`config.mk`:
```
export PLATFORM = sky130hd
export DESIGN_NAME = ecsu_multi
export DESIGN_NICKNAME = d
export VERILOG_FILES = /design/src/rtl/ecsu_pkg.sv /design/src/rtl/ecsu_channel.sv /design/src/rtl/ecsu_multi.sv
export SDC_FILE = /design/constraint.sdc
export NUM_CORES = 1
export LEC_CHECK = 0
export ABC_AREA = 1
export CORE_ASPECT_RATIO = 2
export CORE_MARGIN = 4
export CORE_UTILIZATION = 50
export CTS_CLUSTER_SIZE = 20
export DETAILED_ROUTE_END_ITERATION = 12
export GPL_TIMING_DRIVEN = 0
export PLACE_DENSITY_LB_ADDON = 0.25
export SYNTH_ARGS = -nofsm -noshare
export SYNTH_HDL_FRONTEND = slang
export SYNTH_SLANG_ARGS = --single-unit
```
`constraint.sdc`:
```
create_clock -name CLK -period 4.5 [get_ports CLK]
set_clock_uncertainty 0.05 [all_clocks]
set_input_delay 0.9 -clock CLK [delete_from_list [all_inputs] [get_ports CLK]]
set_output_delay 0.9 -clock CLK [all_outputs]
set_load 0.01 [all_outputs]
```
`src/rtl/ecsu_pkg.sv`:
```
// Shared types and encodings for the multi-station weather alert controller.
package ecsu_pkg;

  typedef logic [1:0] ecsu_state_t;

  localparam logic [1:0] ST_ALL_CLEAR  = 2'b00;
  localparam logic [1:0] ST_CAUTION    = 2'b01;
  localparam logic [1:0] ST_HIGH_ALERT = 2'b10;
  localparam logic [1:0] ST_EMERGENCY  = 2'b11;

  localparam logic [1:0] VIS_CLEAR   = 2'b00;
  localparam logic [1:0] VIS_REDUCED = 2'b01;
  localparam logic [1:0] VIS_ZERO    = 2'b11;

endpackage

```
`src/rtl/ecsu_channel.sv`:
```
// One weather channel: four-level alert FSM with de-escalation persistence
// counter and the emergency flag from the most recent valid sample.
//
// state        | meaning
// ALL_CLEAR 00 | no hazard
// CAUTION   01 | moderate wind with reduced visibility
// HIGH_ALERT 10| storm, high wind, zero visibility or temperature extreme
// EMERGENCY 11 | severe wind/temperature; left only by operator ack
module ecsu_channel
  import ecsu_pkg::*;
#(
  parameter int WIND_W     = 6,
  parameter int TEMP_W     = 8,
  parameter int PERSIST    = 3,
  parameter int WIND_CAUT  = 10,
  parameter int WIND_HIGH  = 15,
  parameter int WIND_EMERG = 20,
  parameter int TEMP_HIGH  = 35,
  parameter int TEMP_EMERG = 40
) (
  input  logic                     CLK,
  input  logic                     RST,
  input  logic                     sample_valid_i,
  input  logic                     storm_i,
  input  logic [WIND_W-1:0]        wind_i,
  input  logic [1:0]               vis_i,
  input  logic signed [TEMP_W-1:0] temp_i,
  input  logic                     ack_i,
  output ecsu_state_t              state_o,
  output logic                     severe_o,
  output logic                     alert_o
);

  localparam int CNT_W = (PERSIST < 1) ? 1 : $clog2(PERSIST + 1);
  localparam logic [CNT_W-1:0] CNT_LAST = CNT_W'(PERSIST - 1);

  ecsu_state_t      state_q, state_d;
  logic [CNT_W-1:0] cnt_q, cnt_d;
  logic             em_q, em_d;
  logic             severe_q, alert_q;

  int   wind_v, temp_v;
  logic hi, em, caut, clr, rlx, em_latest;

  assign wind_v = int'(wind_i);
  assign temp_v = int'(temp_i);

  assign em   = (wind_v > WIND_EMERG) || (temp_v > TEMP_EMERG) || (temp_v < -TEMP_EMERG);
  assign hi   = storm_i || (wind_v > WIND_HIGH) || (vis_i == VIS_ZERO) ||
                (temp_v > TEMP_HIGH) || (temp_v < -TEMP_HIGH);
  assign caut = (wind_v > WIND_CAUT) && (wind_v <= WIND_HIGH) && (vis_i == VIS_REDUCED);
  assign clr  = (wind_v <= WIND_CAUT) && (vis_i == VIS_CLEAR) && !hi;
  assign rlx  = !hi && (wind_v <= WIND_CAUT) && (vis_i == VIS_REDUCED);

  assign em_latest = sample_valid_i ? em : em_q;

  always_comb begin
    state_d = state_q;
    cnt_d   = cnt_q;
    em_d    = sample_valid_i ? em : em_q;
    case (state_q)
      ST_ALL_CLEAR: begin
        cnt_d = '0;
        if (sample_valid_i) begin
          if (hi || em)  state_d = ST_HIGH_ALERT;
          else if (caut) state_d = ST_CAUTION;
        end
      end
      ST_CAUTION: begin
        if (sample_valid_i) begin
          if (hi) state_d = ST_HIGH_ALERT;
          else if (clr) begin
            if (cnt_q == CNT_LAST) state_d = ST_ALL_CLEAR;
            else                   cnt_d   = cnt_q + 1'b1;
          end else cnt_d = '0;
        end
      end
      ST_HIGH_ALERT: begin
        if (sample_valid_i) begin
          if (em) state_d = ST_EMERGENCY;
          else if (rlx) begin
            if (cnt_q == CNT_LAST) state_d = ST_CAUTION;
            else                   cnt_d   = cnt_q + 1'b1;
          end else cnt_d = '0;
        end
      end
      default: begin
        cnt_d = '0;
        if (ack_i && !em_latest) state_d = ST_HIGH_ALERT;
      end
    endcase
    // Any level change restarts the de-escalation qualification.
    if (state_d != state_q) cnt_d = '0;
  end

  always_ff @(posedge CLK or posedge RST) begin
    if (RST) begin
      state_q  <= ST_ALL_CLEAR;
      cnt_q    <= '0;
      em_q     <= 1'b0;
      severe_q <= 1'b0;
      alert_q  <= 1'b0;
    end else begin
      state_q  <= state_d;
      cnt_q    <= cnt_d;
      em_q     <= em_d;
      severe_q <= state_d[1];
      alert_q  <= (state_d == ST_EMERGENCY);
    end
  end

  assign state_o  = state_q;
  assign severe_o = severe_q;
  assign alert_o  = alert_q;

endmodule

```
`src/rtl/ecsu_multi.sv`:
```
// Tower-level weather alert controller: N_CH independent channels plus
// worst-state and any-emergency summaries.
module ecsu_multi
  import ecsu_pkg::*;
#(
  parameter int N_CH       = 4,
  parameter int WIND_W     = 6,
  parameter int TEMP_W     = 8,
  parameter int PERSIST    = 3,
  parameter int WIND_CAUT  = 10,
  parameter int WIND_HIGH  = 15,
  parameter int WIND_EMERG = 20,
  parameter int TEMP_HIGH  = 35,
  parameter int TEMP_EMERG = 40
) (
  input  logic                     CLK,
  input  logic                     RST,
  input  logic                     sample_valid,
  input  logic [N_CH-1:0]          thunderstorm,
  input  logic [N_CH*WIND_W-1:0]   wind,
  input  logic [N_CH*2-1:0]        visibility,
  input  logic [N_CH*TEMP_W-1:0]   temperature,
  input  logic [N_CH-1:0]          emerg_ack,
  output logic [N_CH*2-1:0]        ch_state,
  output logic [N_CH-1:0]          severe_weather,
  output logic [N_CH-1:0]          emergency_landing_alert,
  output logic [1:0]               worst_state,
  output logic                     any_emergency
);

  ecsu_state_t st_w [N_CH];

  for (genvar i = 0; i < N_CH; i++) begin : g_ch
    ecsu_channel #(
      .WIND_W    (WIND_W),
      .TEMP_W    (TEMP_W),
      .PERSIST   (PERSIST),
      .WIND_CAUT (WIND_CAUT),
      .WIND_HIGH (WIND_HIGH),
      .WIND_EMERG(WIND_EMERG),
      .TEMP_HIGH (TEMP_HIGH),
      .TEMP_EMERG(TEMP_EMERG)
    ) u_ch (
      .CLK           (CLK),
      .RST           (RST),
      .sample_valid_i(sample_valid),
      .storm_i       (thunderstorm[i]),
      .wind_i        (wind[i*WIND_W +: WIND_W]),
      .vis_i         (visibility[i*2 +: 2]),
      .temp_i        (temperature[i*TEMP_W +: TEMP_W]),
      .ack_i         (emerg_ack[i]),
      .state_o       (st_w[i]),
      .severe_o      (severe_weather[i]),
      .alert_o       (emergency_landing_alert[i])
    );
    assign ch_state[i*2 +: 2] = st_w[i];
  end

  always_comb begin
    worst_state = ST_ALL_CLEAR;
    for (int i = 0; i < N_CH; i++) begin
      if (st_w[i] > worst_state) worst_state = st_w[i];
    end
  end

  assign any_emergency = |emergency_landing_alert;

endmodule

```
Word-level counts from Yosys, hierarchy flattened

Index checks and enable logic that the tools add are counted.

Word-level logic and storage cells: 281
Bits in registers: 28
Output and inout port bits: 19
Bits of input ports: 75

Muxes and demuxes: 96
Order comparisons: 40
Equality and inequality tests: 44
$add $sub $neg: 4
Reductions and logical operators: 77

Operator list:

| operator            | count |
|---|---|
| $mux 2              | 84 |
| $gt 8x7->1 const B  | 8 |
| $lt 8x7->1 const B  | 8 |
| $gt 6x4->1 const B  | 8 |
| $le 6x4->1 const B  | 8 |
| $eq 2x2->1 const B  | 16 |
| $logic_and 1x1->1   | 28 |
| $logic_or 1x1->1    | 28 |
| $gt 6x5->1 const B  | 4 |
| $ne 3x2->1 const B  | 8 |
| $ne 3x3->1 const B  | 8 |
| $pmux 2 s3          | 4 |
| $eq 2x1->1 const B  | 8 |
| $logic_not 2->1     | 8 |
| $pmux 2 s2          | 4 |
| $reduce_and 4->1    | 4 |
| $add 2x1->2 const B | 4 |
| $logic_not 1->1     | 8 |
| $ne 2x2->1          | 4 |
| $gt 2x2->1          | 3 |
| $mux 1              | 4 |
| $reduce_or 4->1     | 1 |
| $gt 2x1->1 const B  | 1 |

Logic depth before layout (Yosys ltp)

Gate-level depths: netlist of the first run.

Depth after elaboration: 15
Gate-level depth with buffers: 19

Hierarchy

A second synthesis of the first run with hierarchy kept.

Cell total of the unflattened synthesis: 642
Area total of the unflattened synthesis: 3,719.8 µm²

Modules (own cells, without submodules):

| module                          | times used | cells each | area an instance (µm²) |
|---|---|---|---|
| ecsu_channel (g_ch[0].u_ch ...) | 3          | 153        | 882.1 |
| ecsu_channel (g_ch[3].u_ch)     | 1          | 144        | 823.3 |
| ecsu_multi                      | 1          | 39         | 250.2 |

Least setup slack after synthesis of the first run

OpenSTA, ideal clock, no wires.

Path type: reg2out
From: register g_ch[0].u_ch.state_q[0]
To: output port worst_state[0]
Buffers on the path: 0
Arrival: 2,874 ps
Stages on the path, launching flop included: 19
Slack: 676 ps
Cell sequence: dfrtp_1 > inv_1 > ha_1 > inv_1 > nand2_1 > ha_1 > nor2_1 > o22ai_1 > nand3_1 > o21ai_0 > ha_1 > inv_1 > o22ai_1 > nand2_1 > o21ai_0 > ha_1 > inv_1 > o22ai_1 > o21ai_0

Word-level cells in the longest chain between the ends: 8

RTL lines:

| element                | RTL line            | source |
|---|---|---|
| from (decl)            | ecsu_channel.sv:37  | `ecsu_state_t state_q, state_d;` |
| from (signal assigned) | ecsu_channel.sv:104 | `state_q <= state_d;` |
| $gt 2x1->1             | ecsu_multi.sv:62    | `if (st_w[i] > worst_state) worst_state = st_w[i];` |
| $mux 2 (*)             | ecsu_multi.sv:62    |  |
| $gt 2x2->1             | ecsu_multi.sv:62    |  |
| $mux 2 (*)             | ecsu_multi.sv:62    |  |
| $gt 2x2->1             | ecsu_multi.sv:62    |  |
| $mux 2 (*)             | ecsu_multi.sv:62    |  |
| $gt 2x2->1             | ecsu_multi.sv:62    |  |
| $mux 2 (*)             | ecsu_multi.sv:62    |  |
| to (decl)              | ecsu_multi.sv:27    | `output logic [1:0] worst_state,` |

Every way passes the cells marked *; elsewhere a longest branch is shown, timed or not.

Final worst setup path of the first run

Same ends and word-level chain as after synthesis.

==> results.sh, run 1 <==
export IMPL_holdPathStages=2
export IMPL_slew_headroom_pct=37.6
export IMPL_synthArstFlopShare_pct=100
export IMPL_wl_per_cell_um=11.9
export IMPL_cp_max_fo=5
export IMPL_via_per_inst=5.15
export IMPL_p_switching_mw=1.01
export IMPL_r2r_slack_ps=2350
export IMPL_clk_insertion_delay_late_ps=260
export IMPL_synth_top_cells_by_count="182 x nand2_1, 98 x inv_1, 71 x nor2_1"
export IMPL_end_kind="primary output"
export IMPL_synth_seq_cells=24
export IMPL_synth_top_cell_by_area="nand2_1"
export IMPL_clock_root_buffer="clkbuf_16"
export IMPL_grt_pass1_wl_mm=14.8
export IMPL_core_mm2=0.00667
export IMPL_grt_use_total_pct=21.8
export IMPL_io_buffers=92
export IMPL_pwr_share_comb_pct=71.1
export IMPL_finalNetCount=804
export IMPL_synthAdderAreaFrac_pct=12.0
export IMPL_max_freq_mhz=235
export IMPL_ys_warn_count=0
export IMPL_swShare_pct=47.8
export IMPL_cp_start_kind="flip-flop"
export IMPL_drive_gt1_share_pct=8.78
export IMPL_synth_compound_area_share_pct=10.3
export IMPL_netlist_instances=597
export IMPL_synth_edff_count=0
export IMPL_seqPwrFrac_pct=16.9
export IMPL_synth_xor_area_share_pct=0
export IMPL_report_final_slew_viol_count=0
export IMPL_grt_max_degree=25
export IMPL_status="completed"
export IMPL_ir_drop_v=0.000221
export IMPL_cp_arrival_ps=3310
export IMPL_synthMuxAreaShare_pct=0
export IMPL_overflow=0
export IMPL_min_path_type="flip-flop to flip-flop"
export IMPL_synth_distinct_cells=32
export IMPL_hold_end="g_ch[3].u_ch.em_q$_DFF_PP0_"
export IMPL_drv_cap=0
export IMPL_fin_util_pct=68.7
export IMPL_drc=0
export IMPL_whs_ps=431
export IMPL_synth_simple_area_share_pct=45.0
export IMPL_synthFlopType="dfrtp_1"
export IMPL_finalCritPeriodShare_pct=94.7
export IMPL_worstHoldStart="g_ch[3].u_ch.em_q$_DFF_PP0_"
export IMPL_post_synth_top_count_cell="nand2_1"
export IMPL_cts_buffer_depth=2
export IMPL_dp_hpwl_mm=7.94
export IMPL_n_antenna_cell=0
export IMPL_die_area_mm2=0.00834
export IMPL_cts_tree="yes"
export IMPL_final_hold_viol_count=0
export IMPL_p_int_mw=1.11
export IMPL_clock_sinks=24
export IMPL_grt_antenna_before_repair=0
export IMPL_power_density_mw_per_mm2=462
export IMPL_synth_top_family_by_area="simple AND/OR/NAND/NOR gates"
export IMPL_htree_levels=1
export IMPL_ant_nets=0
export IMPL_synth_top_area_share_pct=19.9
export IMPL_p_leak_nw=2.36
export IMPL_worstMarginPinSlew_ps=934
export IMPL_std_cell_rows=42
export IMPL_synth_nets=705
export IMPL_drt_wl_total_mm=9.29
export IMPL_rsz0062_at_grt="false"
export IMPL_p_clk_share_pct=12.0
export IMPL_area_growth_pct=33.5
export IMPL_path_class="flip-flop to primary output"
export IMPL_die_y_um=125
export IMPL_yosysSeqAreaShare_pct=17.5
export IMPL_syn_area_per_cell_um2=5.75
export IMPL_numCtsBuffers=3
export IMPL_vias=4035
export IMPL_dr_first_iter_drc_count=160
export IMPL_die_w_um=66.6
export IMPL_setup_viol=0
export IMPL_r2r_start="g_ch[3].u_ch.severe_o$_DFF_PP0_"
export IMPL_ioPinCount=94
export IMPL_clk_pin_slew_ps=60
export IMPL_synth_area_leaders="nand2_1 20%, dfrtp_1 17%, ha_1 12%"
export IMPL_ff2ff_path_depth=13
export IMPL_rr_endpoint="g_ch[3].u_ch.cnt_q[0]$_DFFE_PP0P_"
export IMPL_hold_buffers=0
export IMPL_cp_required_ps=3550
export IMPL_period_needed_ps=4260
export IMPL_syn_area_mm2=0.00343
export IMPL_grt_pass1_vias=3758
export IMPL_start_util_pct=51.5
export IMPL_drtPass1Iterations=5
export IMPL_routabilityCongestion=0.884
## critical path: stages, from the launching register on
cell      delay [ps]
dfrtp_2          410
inv_1            150
ha_2             230
inv_1             70
nand2_1           90
ha_1             250
o22ai_1          210
nand3_1          100
o21ai_0          130
ha_1             280
inv_1             50
o22ai_1           80
nand2_1           70
o21ai_0          110
ha_1             300
inv_1             30
o22ai_1          190
nand2_1           80
o21ai_0           70
clkbuf_2         160
## kinds of logic (layout without fill, tap and decap cells)
family                   after synthesis  after routing
buffers and inverters                127            225
flip-flops                            24             24
AO/OA/AOI/OAI                         62             62
AND/OR/NAND/NOR                      351            351
adder cells (fa/ha/maj)               33             33
## per-layer routing
layer	up-vias	part of all wire, %	GRT usage, %
met5	-	0	0
met4	0	3.5	10.9
met3	29	6.3	3.41
met2	132	57	45.9
met1	1798	34	17.1
li1	2076	-	-
## worst max-delay path by stage
stage,from,to,slack [ps],depth (start not counted)
final,g_ch[0].u_ch.state_o[0]$_DFF_PP0_,worst_state[0],240,19
after global routing,g_ch[0].u_ch.state_o[0]$_DFF_PP0_,worst_state[0],5,19
after CTS,g_ch[0].u_ch.state_o[0]$_DFF_PP0_,worst_state[0],160,19
after detailed placement,g_ch[0].u_ch.severe_o$_DFF_PP0_,worst_state[0],-110,19
after global placement,g_ch[0].u_ch.severe_o$_DFF_PP0_,worst_state[0],-10,19
after floorplan,g_ch[0].u_ch.state_o[0]$_DFF_PP0_,worst_state[0],680,18
## metrics by stage
step	area [µm²]	setup TNS [ps]	power, mW	instances	worst slack (ps)
global route	4590	0	2.33	783	5.00
global placement	4470	-13.5	1.79	777	-13.5
finish	4590	0	2.12	783	238
floorplan	3430	0	1.34	597	676
detailed placement	4470	-106	1.85	777	-106
CTS	4590	0	2.12	783	155
## flip-flops by register name (all words and copies together), names as in the netlist
register and cells:
g_ch.u_ch.cnt_q 8, g_ch.u_ch.alert_o 4, g_ch.u_ch.em_q 4, g_ch.u_ch.severe_o 4, g_ch.u_ch.state_o 4
## area by class of cell
type | instances | area, µm²
plain buffers | 16 | 108
clock buffers | 3 | 75.1
clock inverters | 1 | 30.0
fillers | 613 | 2090
inverters | 111 | 417
multi-input cells | 446 | 2310
flip-flops and latches | 24 | 603
well taps | 88 | 110
repair buffers | 94 | 931
## power groups by stage
stage          sequential [mW]  clock, mW  combinational (mW)
6_report                 0.358      0.254                1.51
4_1_cts                  0.357      0.257                1.51
3_3_place_gp             0.377          0                1.42
2_1_floorplan            0.358          0               0.980
3_5_place_dp             0.378          0                1.47
5_1_grt                  0.370      0.266                1.70
## cells in the final DEF, fill, tap and decap left out, types with 2 or more instances in the layout
cell | synthesis | layout
o22ai_1 | 7 | 7
clkdlybuf4s50_1 | 0 | 91
o21ai_1 | 11 | 11
nor2_2 | 7 | 7
a211oi_1 | 2 | 2
nand3_2 | 4 | 4
dfrtp_2 | 0 | 2
nand2_1 | 182 | 182
inv_1 | 98 | 97
nor2_1 | 71 | 71
nor2_4 | 3 | 3
nand4_1 | 15 | 15
nand3_1 | 55 | 55
nand3b_1 | 3 | 3
inv_2 | 13 | 14
or2_1 | 2 | 2
nand2_2 | 4 | 4
buf_2 | 2 | 2
o211ai_1 | 4 | 4
a21oi_1 | 10 | 10
clkbuf_16 | 0 | 3
buf_4 | 12 | 14
ha_1 | 33 | 32
o21ai_0 | 23 | 23
clkbuf_1 | 2 | 2
dfrtp_1 | 24 | 22
a21oi_2 | 2 | 2
## what timing repair did
item | in CTS | in global routing
resized for setup | 5 | 3
endpoints found under the setup margin | 1 | 1
setup buffers | 2 | 0
Power figures use the tool's default switching activity.
==> inputs of run 2 (changes only) <==
==> constraint.sdc (replaced) <==
create_clock -name CLK -period 4.5 [get_ports CLK]
set_clock_uncertainty 0.05 [all_clocks]
set_input_delay 0.9 -clock CLK [delete_from_list [all_inputs] [get_ports CLK]]
set_output_delay 0.9 -clock CLK [all_outputs]
set_load 0.05 [all_outputs]
==> run 2 against run 1 <==
  * First-iteration DRC count up 32%
  * Clock power about the same
  * Global-route usage up 0.99 points
  * Hold slack better by 16 ps
  * Cell count unchanged
  * Core utilization up 0.26 points
  * Die area unchanged
  * Combinational power up 24%
  * Flip-flop and latch count unchanged
  * Largest power group unchanged
  * Highest routed layer unchanged
==> results.sh, run 2 (synthesis results as in run 1) <==
export IMPL_status="completed"
export IMPL_period_needed_ps=4280
export IMPL_die_area_mm2=0.00834
export IMPL_power_mw=2.49
export IMPL_stdcell_area_mm2=0.00460
export IMPL_power_density_mw_per_mm2=540
export IMPL_largest_reg_flops=8
export IMPL_via_per_inst=5.14
export IMPL_clk_insertion_delay_late_ps=260
export IMPL_htree_levels=1
export IMPL_overflow=0
export IMPL_drtPass1Iterations=6
export IMPL_drive_gt1_share_pct=9.35
export IMPL_drc=0
export IMPL_ir_drop_v=0.000332
export IMPL_drv_cap=0
export IMPL_finalNetCount=804
export IMPL_worstMarginPinSlew_ps=942
export IMPL_start_util_pct=51.5
export IMPL_routed_top_layer="met4"
export IMPL_holdPathStages=2
export IMPL_slew_headroom_pct=37.1
export IMPL_p_leak_nw=2.37
export IMPL_regMostFlops="g_ch.u_ch.cnt_q"
export IMPL_timing_final_ws_setup_ps=223
export IMPL_place_area_mm2=0.00447
export IMPL_worstHoldStart="g_ch[3].u_ch.em_q$_DFF_PP0_"
export IMPL_cts_tree="yes"
export IMPL_startpoint="g_ch[0].u_ch.state_o[0]$_DFF_PP0_"
export IMPL_grt_pass1_vias=3986
export IMPL_final_hold_viol_count=0
export IMPL_die_w_um=66.6
export IMPL_area_growth_pct=34.0
export IMPL_cp_required_ps=3550
export IMPL_ioPinCount=94
export IMPL_path_class="flip-flop to primary output"
export IMPL_routabilityCongestion=0.943
export IMPL_grt_antenna_before_repair=0
export IMPL_grt_use_total_pct=22.8
export IMPL_max_freq_mhz=234
export IMPL_clock_root_buffer="clkbuf_16"
export IMPL_finalCritPeriodShare_pct=95.0
export IMPL_wl_met2_mm=5.33
export IMPL_die_y_um=125
export IMPL_cts_buffer_depth=2
export IMPL_clk_pin_slew_ps=60
export IMPL_mostFrequentLayoutCell="nand2_1"
export IMPL_dr_first_iter_drc_count=211
export IMPL_hold_buffers=0
export IMPL_finalSetupTns_ps=0
export IMPL_r2r_start="g_ch[3].u_ch.severe_o$_DFF_PP0_"
export IMPL_vias=4024
export IMPL_end_kind="primary output"
export IMPL_wl_per_cell_um=12.1
export IMPL_dp_slack_ps=-518
export IMPL_report_final_slew_viol_count=0
export IMPL_cp_max_fo=5
export IMPL_met1_length_mm=3.18
export IMPL_ff2ff_path_depth=13
export IMPL_grt_max_degree=25
export IMPL_core_mm2=0.00667
export IMPL_std_cell_rows=42
export IMPL_ant_nets=0
export IMPL_io_buffers=92
export IMPL_drt_wl_total_mm=9.45
export IMPL_setup_viol=0
export IMPL_min_path_type="flip-flop to flip-flop"
export IMPL_numCtsBuffers=3
export IMPL_wl_met3_um=528
export IMPL_dp_hpwl_mm=7.97
export IMPL_cp_start_kind="flip-flop"
export IMPL_cp_arrival_ps=3330
export IMPL_final_cell_mix="182 x nand2_1, 96 x inv_1, 91 x clkdlybuf4s50_1, 71 x nor2_1, 55 x nand3_1"
export IMPL_clock_sinks=24
export IMPL_n_antenna_cell=0
export IMPL_grt_pass1_wl_mm=15.5
run 2: worst paths after layout:
kind                       slack [ps]                                 to
setup / recovery                  220                     worst_state[0]
hold / removal                    450        g_ch[3].u_ch.em_q$_DFF_PP0_
setup reg to reg                 2350  g_ch[3].u_ch.cnt_q[0]$_DFFE_PP0P_
hold reg to reg                   450        g_ch[3].u_ch.em_q$_DFF_PP0_
max in group asynchronous        2650    g_ch[1].u_ch.severe_o$_DFF_PP0_
min in group asynchronous        1110  g_ch[3].u_ch.cnt_q[1]$_DFFE_PP0P_
run 2: area by class of cell:
| class | instances | area, µm² |
|---|---|---|
| flip-flops and latches | 24 | 604 |
| plain buffers | 16 | 108 |
| well taps | 88 | 110 |
| fillers | 606 | 2070 |
| repair buffers | 94 | 937 |
| clock buffers | 3 | 75.1 |
| inverters | 111 | 417 |
| clock inverters | 1 | 30.0 |
| multi-input cells | 446 | 2320 |
run 2: what timing repair did:
| action | in CTS | in global routing |
|---|---|---|
| buffers inserted | 2 | 0 |
| gates resized for setup | 8 | 8 |
| pin swaps | 0 | 0 |
| setup endpoints to repair | 1 | 1 |
run 2: worst max-delay path, cell delays in order, from the launching register on:
cell	delay [ps]
dfrtp_2	420
inv_2	100
ha_2	210
inv_1	80
nand2_1	100
ha_1	260
nor2_1	140
o22ai_2	90
nand3_1	80
o21ai_1	100
ha_1	290
inv_1	40
o22ai_1	180
o21ai_1	110
ha_1	280
inv_1	40
o22ai_1	210
nand2_1	100
o21ai_2	70
buf_6	170
run 2: power breakdown:
| part | leakage [nW] | switching [mW] | internal, mW |
|---|---|---|---|
| Combinational | 2.02 | 1.18 | 0.695 |
| Sequential | 0.296 | 0.0867 | 0.276 |
| Clock | 0.0511 | 0.0766 | 0.177 |
run 2: metal layers:
layer  vias to the layer above  GRT usage, %
met5                         -             0
met2                       135          46.7
li1                       2080             -
met1                      1772          19.0
met4                         0          12.5
met3                        37          2.96
run 2: stage by stage:
stage          util, %  instances  hold slack, ps
3_3_place_gp      67.0        777             422
4_1_cts           68.8        783             448
6_report          69.0        783             447
5_1_grt           69.0        783             495
2_1_floorplan        -        597             387
3_5_place_dp      67.0        777             432
